`src/rtl/pio_cond_pkg.sv`:
```
// Shared constants and types for the PIO input conditioner.
`timescale 1ns/1ps
package pio_cond_pkg;

  localparam int CLK_HZ              = 50_000_000;
  localparam int DEBOUNCE_CYCLES_DEF = CLK_HZ / 100;  // 10 ms
  localparam int REPEAT_DELAY_DEF    = CLK_HZ / 2;    // 500 ms
  localparam int REPEAT_PERIOD_DEF   = CLK_HZ / 10;   // 100 ms

  // Idle levels: switches read 0, active-low keys read released (1).
  localparam logic SW_RESET_VAL  = 1'b0;
  localparam logic KEY_RESET_VAL = 1'b1;

  typedef enum logic {
    REP_DELAY  = 1'b0,
    REP_PERIOD = 1'b1
  } rep_phase_e;

endpackage

```
`src/rtl/debounce_bit.sv`:
```
// One input bit: 2-flop synchroniser, debounce counter and stable register,
// with one-cycle rose/fell strobes coincident with the level update.
`timescale 1ns/1ps
module debounce_bit
  import pio_cond_pkg::*;
#(
  parameter int   DEBOUNCE_CYCLES = DEBOUNCE_CYCLES_DEF,
  parameter logic RESET_VAL       = 1'b0,
  parameter int   CNT_W           = $clog2(DEBOUNCE_CYCLES + 1)
) (
  input  logic clk,
  input  logic rst,
  input  logic i_raw,
  output logic o_level,
  output logic o_rose,
  output logic o_fell
);

  localparam logic [CNT_W-1:0] CNT_LAST = CNT_W'(DEBOUNCE_CYCLES - 1);

  logic             r_sync1;
  logic             r_sync2;
  logic             r_st;
  logic [CNT_W-1:0] r_cnt;
  logic             r_rose;
  logic             r_fell;

  logic w_diff;
  logic w_load;

  assign w_diff = r_sync2 ^ r_st;
  assign w_load = w_diff && (r_cnt == CNT_LAST);

  // NOTE: non-blocking assignments let every flop sample pre-edge values;
  // with blocking ones the chain would collapse into a single stage.
  always_ff @(posedge clk or posedge rst) begin
    if (rst) begin
      r_sync1 <= RESET_VAL;
      r_sync2 <= RESET_VAL;
    end else begin
      r_sync1 <= i_raw;
      r_sync2 <= r_sync1;
    end
  end

  always_ff @(posedge clk or posedge rst) begin
    if (rst) begin
      r_st   <= RESET_VAL;
      r_cnt  <= '0;
      r_rose <= 1'b0;
      r_fell <= 1'b0;
    end else begin
      r_rose <= w_load & r_sync2;
      r_fell <= w_load & ~r_sync2;
      if (!w_diff) begin
        r_cnt <= '0;
      end else if (w_load) begin
        r_st  <= r_sync2;
        r_cnt <= '0;
      end else begin
        r_cnt <= r_cnt + 1'b1;
      end
    end
  end

  assign o_level = r_st;
  assign o_rose  = r_rose;
  assign o_fell  = r_fell;

endmodule

```
`src/rtl/pio_input_conditioner.sv`:
```
// Debounced switch/key front end for the NIOS II PIO inputs.
// Optional key auto-repeat is built when KEY_HOLD_REPEAT_EN is defined.
`timescale 1ns/1ps
module pio_input_conditioner
  import pio_cond_pkg::*;
#(
  parameter int N_SW            = 8,
  parameter int N_KEY           = 2,
  parameter int DEBOUNCE_CYCLES = DEBOUNCE_CYCLES_DEF,
  parameter int CNT_W           = $clog2(DEBOUNCE_CYCLES + 1),
  parameter int REPEAT_DELAY    = REPEAT_DELAY_DEF,
  parameter int REPEAT_PERIOD   = REPEAT_PERIOD_DEF
) (
  input  logic             clk_clk,
  input  logic             reset_reset,
  input  logic [N_SW-1:0]  sw_raw,
  input  logic [N_KEY-1:0] key_raw_n,
  output logic [N_SW-1:0]  sw_clean,
  output logic [N_KEY-1:0] key_clean_n,
  output logic [N_KEY-1:0] key_press,
  output logic             sw_changed
);

  localparam int N_IN = N_SW + N_KEY;

  logic [N_IN-1:0]  w_raw;
  logic [N_IN-1:0]  w_level;
  logic [N_IN-1:0]  w_rose;
  logic [N_IN-1:0]  w_fell;
  logic [N_KEY-1:0] w_key_rose;
  logic [N_KEY-1:0] w_key_fell;

  assign w_raw = {key_raw_n, sw_raw};

  for (genvar g = 0; g < N_IN; g++) begin : g_bit
    debounce_bit #(
      .DEBOUNCE_CYCLES (DEBOUNCE_CYCLES),
      .RESET_VAL       ((g < N_SW) ? SW_RESET_VAL : KEY_RESET_VAL),
      .CNT_W           (CNT_W)
    ) u_db (
      .clk     (clk_clk),
      .rst     (reset_reset),
      .i_raw   (w_raw[g]),
      .o_level (w_level[g]),
      .o_rose  (w_rose[g]),
      .o_fell  (w_fell[g])
    );
  end

  assign sw_clean    = w_level[N_SW-1:0];
  assign key_clean_n = w_level[N_IN-1:N_SW];
  assign w_key_rose  = w_rose[N_IN-1:N_SW];
  assign w_key_fell  = w_fell[N_IN-1:N_SW];

  // Strobes are flops updated with the level, so this OR is one clean pulse
  // even when several switches settle on the same edge.
  assign sw_changed = |(w_rose[N_SW-1:0] | w_fell[N_SW-1:0]);

`ifdef KEY_HOLD_REPEAT_EN
  localparam int RCNT_MAX = (REPEAT_DELAY > REPEAT_PERIOD) ? REPEAT_DELAY : REPEAT_PERIOD;
  localparam int RCNT_W   = $clog2(RCNT_MAX + 1);
  localparam logic [RCNT_W-1:0] DELAY_LAST  = RCNT_W'(REPEAT_DELAY - 1);
  localparam logic [RCNT_W-1:0] PERIOD_LAST = RCNT_W'(REPEAT_PERIOD - 1);

  logic [N_KEY-1:0] w_rep_pulse;

  for (genvar k = 0; k < N_KEY; k++) begin : g_rep
    logic [RCNT_W-1:0] r_rcnt;
    rep_phase_e        r_phase;
    logic              r_pulse;
    logic              w_due;

    assign w_due = (r_phase == REP_DELAY) ? (r_rcnt == DELAY_LAST)
                                          : (r_rcnt == PERIOD_LAST);

    always_ff @(posedge clk_clk or posedge reset_reset) begin
      if (reset_reset) begin
        r_rcnt  <= '0;
        r_phase <= REP_DELAY;
        r_pulse <= 1'b0;
      end else if (key_clean_n[k]) begin
        r_rcnt  <= '0;
        r_phase <= REP_DELAY;
        r_pulse <= 1'b0;
      end else if (w_due) begin
        r_rcnt  <= '0;
        r_phase <= REP_PERIOD;
        r_pulse <= 1'b1;
      end else begin
        r_rcnt  <= r_rcnt + 1'b1;
        r_pulse <= 1'b0;
      end
    end

    assign w_rep_pulse[k] = r_pulse;
  end

  // A repeat falling due on the release edge is masked by that edge's rose strobe.
  assign key_press = w_key_fell | (w_rep_pulse & ~w_key_rose);
`else
  logic        w_unused_key_rose;
  logic [31:0] w_unused_repeat_cfg;

  assign w_unused_key_rose   = |w_key_rose;
  assign w_unused_repeat_cfg = 32'(REPEAT_DELAY ^ REPEAT_PERIOD);
  assign key_press           = w_key_fell;
`endif

endmodule

```
`config.mk`:
```
export PLATFORM = sky130hd
export DESIGN_NAME = pio_input_conditioner
export DESIGN_NICKNAME = d
export VERILOG_FILES = /design/src/rtl/pio_cond_pkg.sv /design/src/rtl/debounce_bit.sv /design/src/rtl/pio_input_conditioner.sv
export SDC_FILE = /design/constraint.sdc
export NUM_CORES = 1
export LEC_CHECK = 0
export ABC_AREA = 1
export CAP_MARGIN = 10
export CORE_ASPECT_RATIO = 1.25
export CORE_MARGIN = 3
export CORE_UTILIZATION = 63
export DETAILED_ROUTE_END_ITERATION = 7
export MAX_ROUTING_LAYER = met4
export PLACE_DENSITY = 0.8
export SLEW_MARGIN = 10
export SYNTH_ARGS = -nofsm -noshare
export SYNTH_HDL_FRONTEND = slang
export SYNTH_HIERARCHICAL = 1
export SYNTH_SLANG_ARGS = --single-unit
export TNS_END_PERCENT = 30
```
`constraint.sdc`:
```
create_clock -name clk_clk -period 1.45 [get_ports clk_clk]
set_input_delay 0.29 -clock clk_clk [delete_from_list [all_inputs] [get_ports clk_clk]]
set_output_delay 0.29 -clock clk_clk [all_outputs]
set_load 0.05 [all_outputs]
```
======== After elaboration in Yosys (flattened, before gate mapping) ========
Index checks and enable logic that the tools add are counted.
storage, ports and cells
  word-level logic and storage cells ...... 158
  input bits .............................. 12
  register bits after elaboration ......... 238
  output and inout bits ................... 13
cells by class
  eq/ne operators ......................... 10
  add/sub/neg operators ................... 10
  reductions and logical operators ........ 21
  bitwise logic cells ..................... 39
  multiplexer cells ....................... 20
operator list
  kind                                            count
  two-way mux 19 bit                              20
  adder 19 x 1 -> 19 bit (second input constant)  10
  == test 19 bit (second input constant)          10
  AND reduction 2 bit                             10
  AND 1 bit                                       18
  logical AND 1 bit                               10
  inverter 1 bit                                  10
  XOR 1 bit                                       10
  bitwise OR 8 bit                                1
  OR reduction 8 bit                              1

======== Longest topological paths before layout ========
Gate-level depths: netlist (run 1).
  depth after elaboration ................. 4
  mapped depth ............................ 9
  depth with buffers taken out ............ 9

======== Modules after synthesis ========
Netlist (run 1), hierarchy kept.
by module, submodules not included
  module                            seq. area each (um^2)  area each (um^2)  times used  cells an instance
  debounce_bit (g_bit[0].u_db ...)  600.6                  1322.5            8           171
  debounce_bit (g_bit[8].u_db ...)  604.3                  1326.3            2           171
  pio_input_conditioner             0.0                    71.3              1           17

======== Least setup slack after synthesis (run 1) ========
No wires, ideal clock.
  kind .................................... register -> register
  start point ............................. register g_bit[0].u_db.r_st
  end point ............................... register g_bit[0].u_db.r_st
  stages on the path, launching flop included .. 9
  required time ........................... 1333 ps
  clock period less this slack ............ 1525 ps
  data arrival time ....................... 1408 ps
  setup time .............................. 117 ps
  path slack .............................. -75 ps
  path buffers ............................ 1
  cell sequence ........................... dfrtp_1 -> inv_1 -> nand2_2 -> nand2_4 -> nor2_4 -> nand3_2 -> buf_6 -> o21ai_1 -> inv_1
between the ends
  longest elaborated chain between the ends .. 3
RTL lines
  element                                   RTL line            text
  from (decl)                               debounce_bit.sv:23  logic r_st;
  from (signal assigned)                    debounce_bit.sv:58  r_st <= r_sync2;
  XOR 1 bit (*)                             debounce_bit.sv:31  assign w_diff = r_sync2 ^ r_st;
  logical AND 1 bit                         debounce_bit.sv:32  assign w_load = w_diff && (r_cnt == CNT_LAST);
  AND reduction 2 bit (no source line) (*)  -
Mark *: on every way between the ends. The rest lies on a longest branch, timed or not.
A chain may end at the register's enable or synchronous reset.

======== Worst setup path after layout (run 1) ========
  start point ............................. register g_bit[5].u_db.r_rose
  end point ............................... output sw_changed
between the ends
  longest elaborated chain between the ends .. 2
RTL lines
  element                 RTL line                     text
  from (decl)             debounce_bit.sv:25           logic r_rose;
  from (signal assigned)  debounce_bit.sv:53           r_rose <= w_load & r_sync2;
  bitwise OR 8 bit        pio_input_conditioner.sv:57  assign sw_changed = |(w_rose[N_SW-1:0] | w_fell[N_SW-1:0]);
  OR reduction 8 bit      pio_input_conditioner.sv:57
  to (decl)               pio_input_conditioner.sv:21  output logic sw_changed
No other way between the ends.

==> results of run 1 <==
-- power groups by stage --
| stage | clock (uW) | sequential [uW] | combinational [uW] |
|---|---|---|---|
| 5_1_grt | 6900 | 6820 | 716 |
| 4_1_cts | 6640 | 6800 | 607 |
| 2_1_floorplan | 0 | 6910 | 357 |
| 3_3_place_gp | 0 | 6920 | 573 |
| 6_report | 6480 | 6810 | 631 |
| 3_5_place_dp | 0 | 6920 | 597 |
-- worst max-delay path by stage --
stage,start,endpoint,slack (ps),cells past startpoint
6_report,g_bit[5].u_db/o_rose$_DFF_PP0_,sw_changed,-360,5
4_1_cts,g_bit[5].u_db/o_rose$_DFF_PP0_,sw_changed,-350,5
3_5_place_dp,g_bit[5].u_db/r_cnt[1]$_DFF_PP0_,g_bit[5].u_db/r_cnt[12]$_DFF_PP0_,-50,8
3_3_place_gp,g_bit[5].u_db/r_cnt[14]$_DFF_PP0_,g_bit[5].u_db/r_cnt[12]$_DFF_PP0_,20,6
2_1_floorplan,g_bit[8].u_db/o_level$_DFFE_PP1P_,g_bit[8].u_db/r_cnt[18]$_DFF_PP0_,0.02,8
5_1_grt,g_bit[5].u_db/o_rose$_DFF_PP0_,sw_changed,-390,5
-- metal layers --
| layer | up-vias | wire length, um | GRT usage (%) |
|---|---|---|---|
| met5 | - | 0 | - |
| met4 | 0 | 952 | 9.51 |
| met3 | 90 | 1190 | 2.99 |
| met2 | 309 | 15900 | 47.3 |
| met1 | 5583 | 11800 | 31.2 |
| li1 | 5663 | - | - |
-- per-stage QoR --
stage	instance area [um2]	instances
2_1_floorplan	13300	1723
3_3_place_gp	14600	2093
3_5_place_dp	14600	2093
4_1_cts	15500	2138
5_1_grt	16000	2152
6_report	16000	2152
-- final cells by class --
class	instances	area (um2)	share of cell area (%)
sequential	238	5970	37.4
multi-input combinational	1219	6650	41.6
clock buffer	37	751	4.70
timing repair buffer	120	1210	7.54
tap	270	338	2.11
clock inverter	8	95.1	0.595
inverter	260	976	6.10
-- flip-flops by register name (all words and copies together), names as in the netlist --
name / cells
g_bit.u_db/o_fell: 10
g_bit.u_db/o_level: 10
g_bit.u_db/o_rose: 8
g_bit.u_db/r_cnt: 190
g_bit.u_db/r_sync1: 10
g_bit.u_db/r_sync2: 10
-- timing repair --
item | CTS | global route
resized for setup | 21 | 88
pin swaps | 2 | 11
hold endpoints to repair | 0 | 0
hold buffers | 0 | 0
setup endpoints to repair | 42 | 132
gates cloned | 0 | 6
buffers inserted | 1 | 8
==> metrics, run 1 <==
status=complete, but fails checks; failing checks=setup timing; Synth Warn #=6; final antenna-violating net count=0; post-synthesis cell count=1723; Starting Density=65.0%; initial drt markers=685; Synth-to-Final Area Change=20.7%; share of cells above drive strength 1=22.3%; unrepaired setup endpoints after global routing=yes; Cell Chain, Critical Path=nor2_1 -> nand2_2 -> nor2_4 -> nand2_2 -> buf_6; DP Worst Slack=-51.4 ps; fmax=554 MHz; Pwr Total=13900 uW; Placer Congestion=0.956; FF-to-FF setup slack=-10 ps; Hold Crit Start=key_raw_n[1]; final setup violation count=4; maximum vdd ir drop=0.000988 V; Net Sw Power=3030 uW; Worst Hold Margin=188 ps; Detailed Route WL=29900 um; total track usage=26.7%; first-pass GRT wire length=50100 um; slowest CP cell=dfrtp_1; internal power=10900 uW; DP HPWL=20900 um; Core Util, Final=78.4%; Final WS setup=-356 ps; power share of the clock group=46.5%; most frequent CP cell=nand2_2; Max-slew headroom=74.2%; R2R depth=8; Fillers=1375; max-cap violations=0; Tmin final=1810 ps; DRC Markers=0; Final period util=125%; Clock Root Buffer=clkbuf_16; FP Rows=58; CP bufs+invs=1; Slew Viols, Final=0; WHS Endpoint=g_bit[9].u_db/r_sync1$_DFF_PP1_; Synthesized Nets=1745; top-level I/O count=25; worst r2r src=g_bit[0].u_db/r_cnt[0]$_DFF_PP0_; pwr dens=871 mW/mm2; CTS tree=yes; H-tree depth=1; Combinational Power Share=4.5%; Die Ht=168 um; Hold Violations, Final=0; Max Root-Sink Buffers=3; core area=0.0204 mm2; Slew @ Worst Pin=386 ps; most frequent cells in the layout=nor2_1, nand2_1, inv_1; Reg clk slew, reported paths=60 ps; most common cell after layout, fill and taps aside=nor2_1; Clock Skews=7.64 ps; min-delay worst type=in -> reg; vias per cell=5.41; number of CTS-inserted buffers=25; P_leak=0.00755 uW; Routed WL per cell=13.9 um; WS Path Type=reg -> out; Seq pwr share=48.9%; Worst Setup End Kind=output pin; CP max FO=1; switching share of total power=21.7%; Synth Cell Area=0.0132 mm2; die area=0.0228 mm2; n_diodes=0; crit-path max cell delay=370 ps; Die Width=136 um; CTS sink count=238; vias post-DR=11600; Initial DRT Pass Iterations=7; largest net degree at the start of global routing=25; final layout net count=1886; Critical Path RT=1160 ps; Syn Area/Cell=7.69 um2; Port Buffers=24; vias in the first global route=11800; delay-heaviest family, CP=simple AND/OR/NAND/NOR gates; Clock Latency Late Sink=510 ps; final setup TNS=-533 ps; arrival time worst endpoint=1520 ps; Hold Path Stages=1; GRT overflow=0; worst reg2reg path endpoint=g_bit[0].u_db/r_cnt[18]$_DFF_PP0_; initial antenna violation count=0; startpoint types=flop
Note: power is estimated with default switching activity, not from simulation.
==> inputs of run 2 (changes only) <==
Settings changed: CORE_UTILIZATION 63 to 35, PLACE_DENSITY 0.8 to unset.
==> run 2 against run 1 <==
Net effect: the flow still finishes with violations (setup timing); non-clock buffer count grew 45; worst hold slack lost 56 ps; clock-buffer cell count grew 1; setup slack gained 29 ps; critical path depth is the same; first-iteration DRC count shrank 34%.
==> metrics, run 2 (synthesis results as in run 1) <==
WS Path Type=reg -> out; fmax=563 MHz; die area=0.0402 mm2; Pwr Total=14500 uW; total track usage=15.1%; GRT overflow=0; FP Rows=79; initial drt markers=449; Reg clk slew, reported paths=60 ps; min-delay worst type=in -> async; most frequent cells in the layout=nor2_1, nand2_1, inv_1; Clock Latency Late Sink=560 ps; top-level I/O count=25; Synth-to-Final Area Change=27.1%; Cell Chain, Critical Path=nor2_2 -> nand2_2 -> nor2_4 -> nand2_2 -> buf_6; final setup violation count=6; maximum vdd ir drop=0.000739 V; Placer Congestion=0.930; CTS Hold Buffers Added=0; Final period util=123%; max reg flops=190; n_diodes=0; final layout net count=1934; Routed WL per cell=12.4 um; Clock Root Buffer=clkbuf_16; worst r2r src=g_bit[8].u_db/o_level$_DFFE_PP1P_; failing checks=setup timing; Tmin final=1780 ps; unrepaired setup endpoints after global routing=yes; R2R depth=10; Port Buffers=24; vias per cell=4.72; Hold Violations, Final=0; DRC Markers=0; H-tree depth=1; delay-heaviest family, CP=simple AND/OR/NAND/NOR gates; CTS sink count=238; vias post-DR=11400; Max Root-Sink Buffers=3; slowest CP cell=dfrtp_1; FF-to-FF setup slack=30 ps; Max-slew headroom=73.4%; Initial DRT Pass Iterations=5; CP max FO=1; Slew Viols, Final=0; pwr dens=861 mW/mm2; worst reg2reg path endpoint=g_bit[8].u_db/o_level$_DFFE_PP1P_; Worst Hold Margin=132 ps; vias in the first global route=11300; largest net degree at the start of global routing=25; Clock Skews=33.4 ps; DP HPWL=21500 um; arrival time worst endpoint=1490 ps; Final WS setup=-326 ps; Top reg by flops=g_bit.u_db/r_cnt; core area=0.0373 mm2; CTS tree=yes; number of CTS-inserted buffers=27; Die Width=180 um; most frequent CP cell=nand2_2; Detailed Route WL=30000 um; max-cap violations=0; Die Ht=224 um; Critical Path RT=1160 ps; CP bufs+invs=1; Core Util, Final=45.2%; crit-path max cell delay=370 ps; final antenna-violating net count=0; Worst Setup End Kind=output pin; Slew @ Worst Pin=397 ps; share of cells above drive strength 1=25.6%; Starting Density=35.5%; status=complete, but fails checks; startpoint types=flop; most common cell after layout, fill and taps aside=nor2_1; P_leak=0.00782 uW; initial antenna violation count=0; first-pass GRT wire length=51000 um
## run 2: cell types whose count changed in the layout (fill, tap and decap cells not counted), moves of 5 or more
cell / delta
nand2_1: -7
buf_6: +8
nand2_4: +5
inv_1: -9
nor2_2: +9
nor2_1: -10
buf_4: +34
## run 2: layer usage
| metal | vias up | part of all wire [%] | global-route usage (%) |
|---|---|---|---|
| met5 | - | 0 | - |
| met4 | 0 | 2.4 | 4.59 |
| met3 | 67 | 3.3 | 2.12 |
| met2 | 159 | 53 | 27.5 |
| met1 | 5403 | 41 | 17.2 |
| li1 | 5770 | - | - |
## run 2: worst max-delay path by stage
stage | start | endpoint | cells after the start
finish | g_bit[2].u_db/o_rose$_DFF_PP0_ | sw_changed | 5
global route | g_bit[5].u_db/o_fell$_DFF_PP0_ | sw_changed | 5
CTS | g_bit[4].u_db/o_fell$_DFF_PP0_ | sw_changed | 5
detailed placement | g_bit[9].u_db/r_cnt[1]$_DFF_PP0_ | g_bit[9].u_db/r_cnt[12]$_DFF_PP0_ | 8
global placement | g_bit[3].u_db/r_cnt[14]$_DFF_PP0_ | g_bit[3].u_db/r_cnt[12]$_DFF_PP0_ | 6
floorplan | g_bit[8].u_db/o_level$_DFFE_PP1P_ | g_bit[8].u_db/r_cnt[18]$_DFF_PP0_ | 8
## run 2: area by class of cell
type,instances,area (um2)
clock buffers,38,787
fillers,3609,20400
multi-input cells,1220,6740
well taps,486,608
repair buffers,165,1600
flip-flops and latches,238,5970
inverters,260,992
clock inverters,9,134
## run 2: repair_timing
action / in CTS / in global routing
endpoints found under the setup margin: 58 / 148
resized for setup: 26 / 133
pin swaps: 1 / 33
setup buffers: 5 / 13
cloned: 0 / 7
## run 2: through the flow
stage,cell area (um2),setup slack (ps),std cells,setup TNS [ps]
2_1_floorplan,13300,0.0160,1723,0
3_3_place_gp,15200,-28.8,2344,-97.2
3_5_place_dp,15200,-64.0,2344,-914
4_1_cts,16200,-392,2396,-1080
5_1_grt,16800,-438,2416,-2330
6_report,16800,-326,2416,-732
## run 2: power by group
group          internal (uW)  switching (uW)  total (uW)
registers               6740            71.9        6810
clock network           4300            2740        7040
logic                    246             402         647
total                  11300            3210       14500
## run 2: tightest hold or removal path, stage by stage
cell and delay [ps]:
clkdlybuf4s50_1 400, buf_4 190, inv_1 130
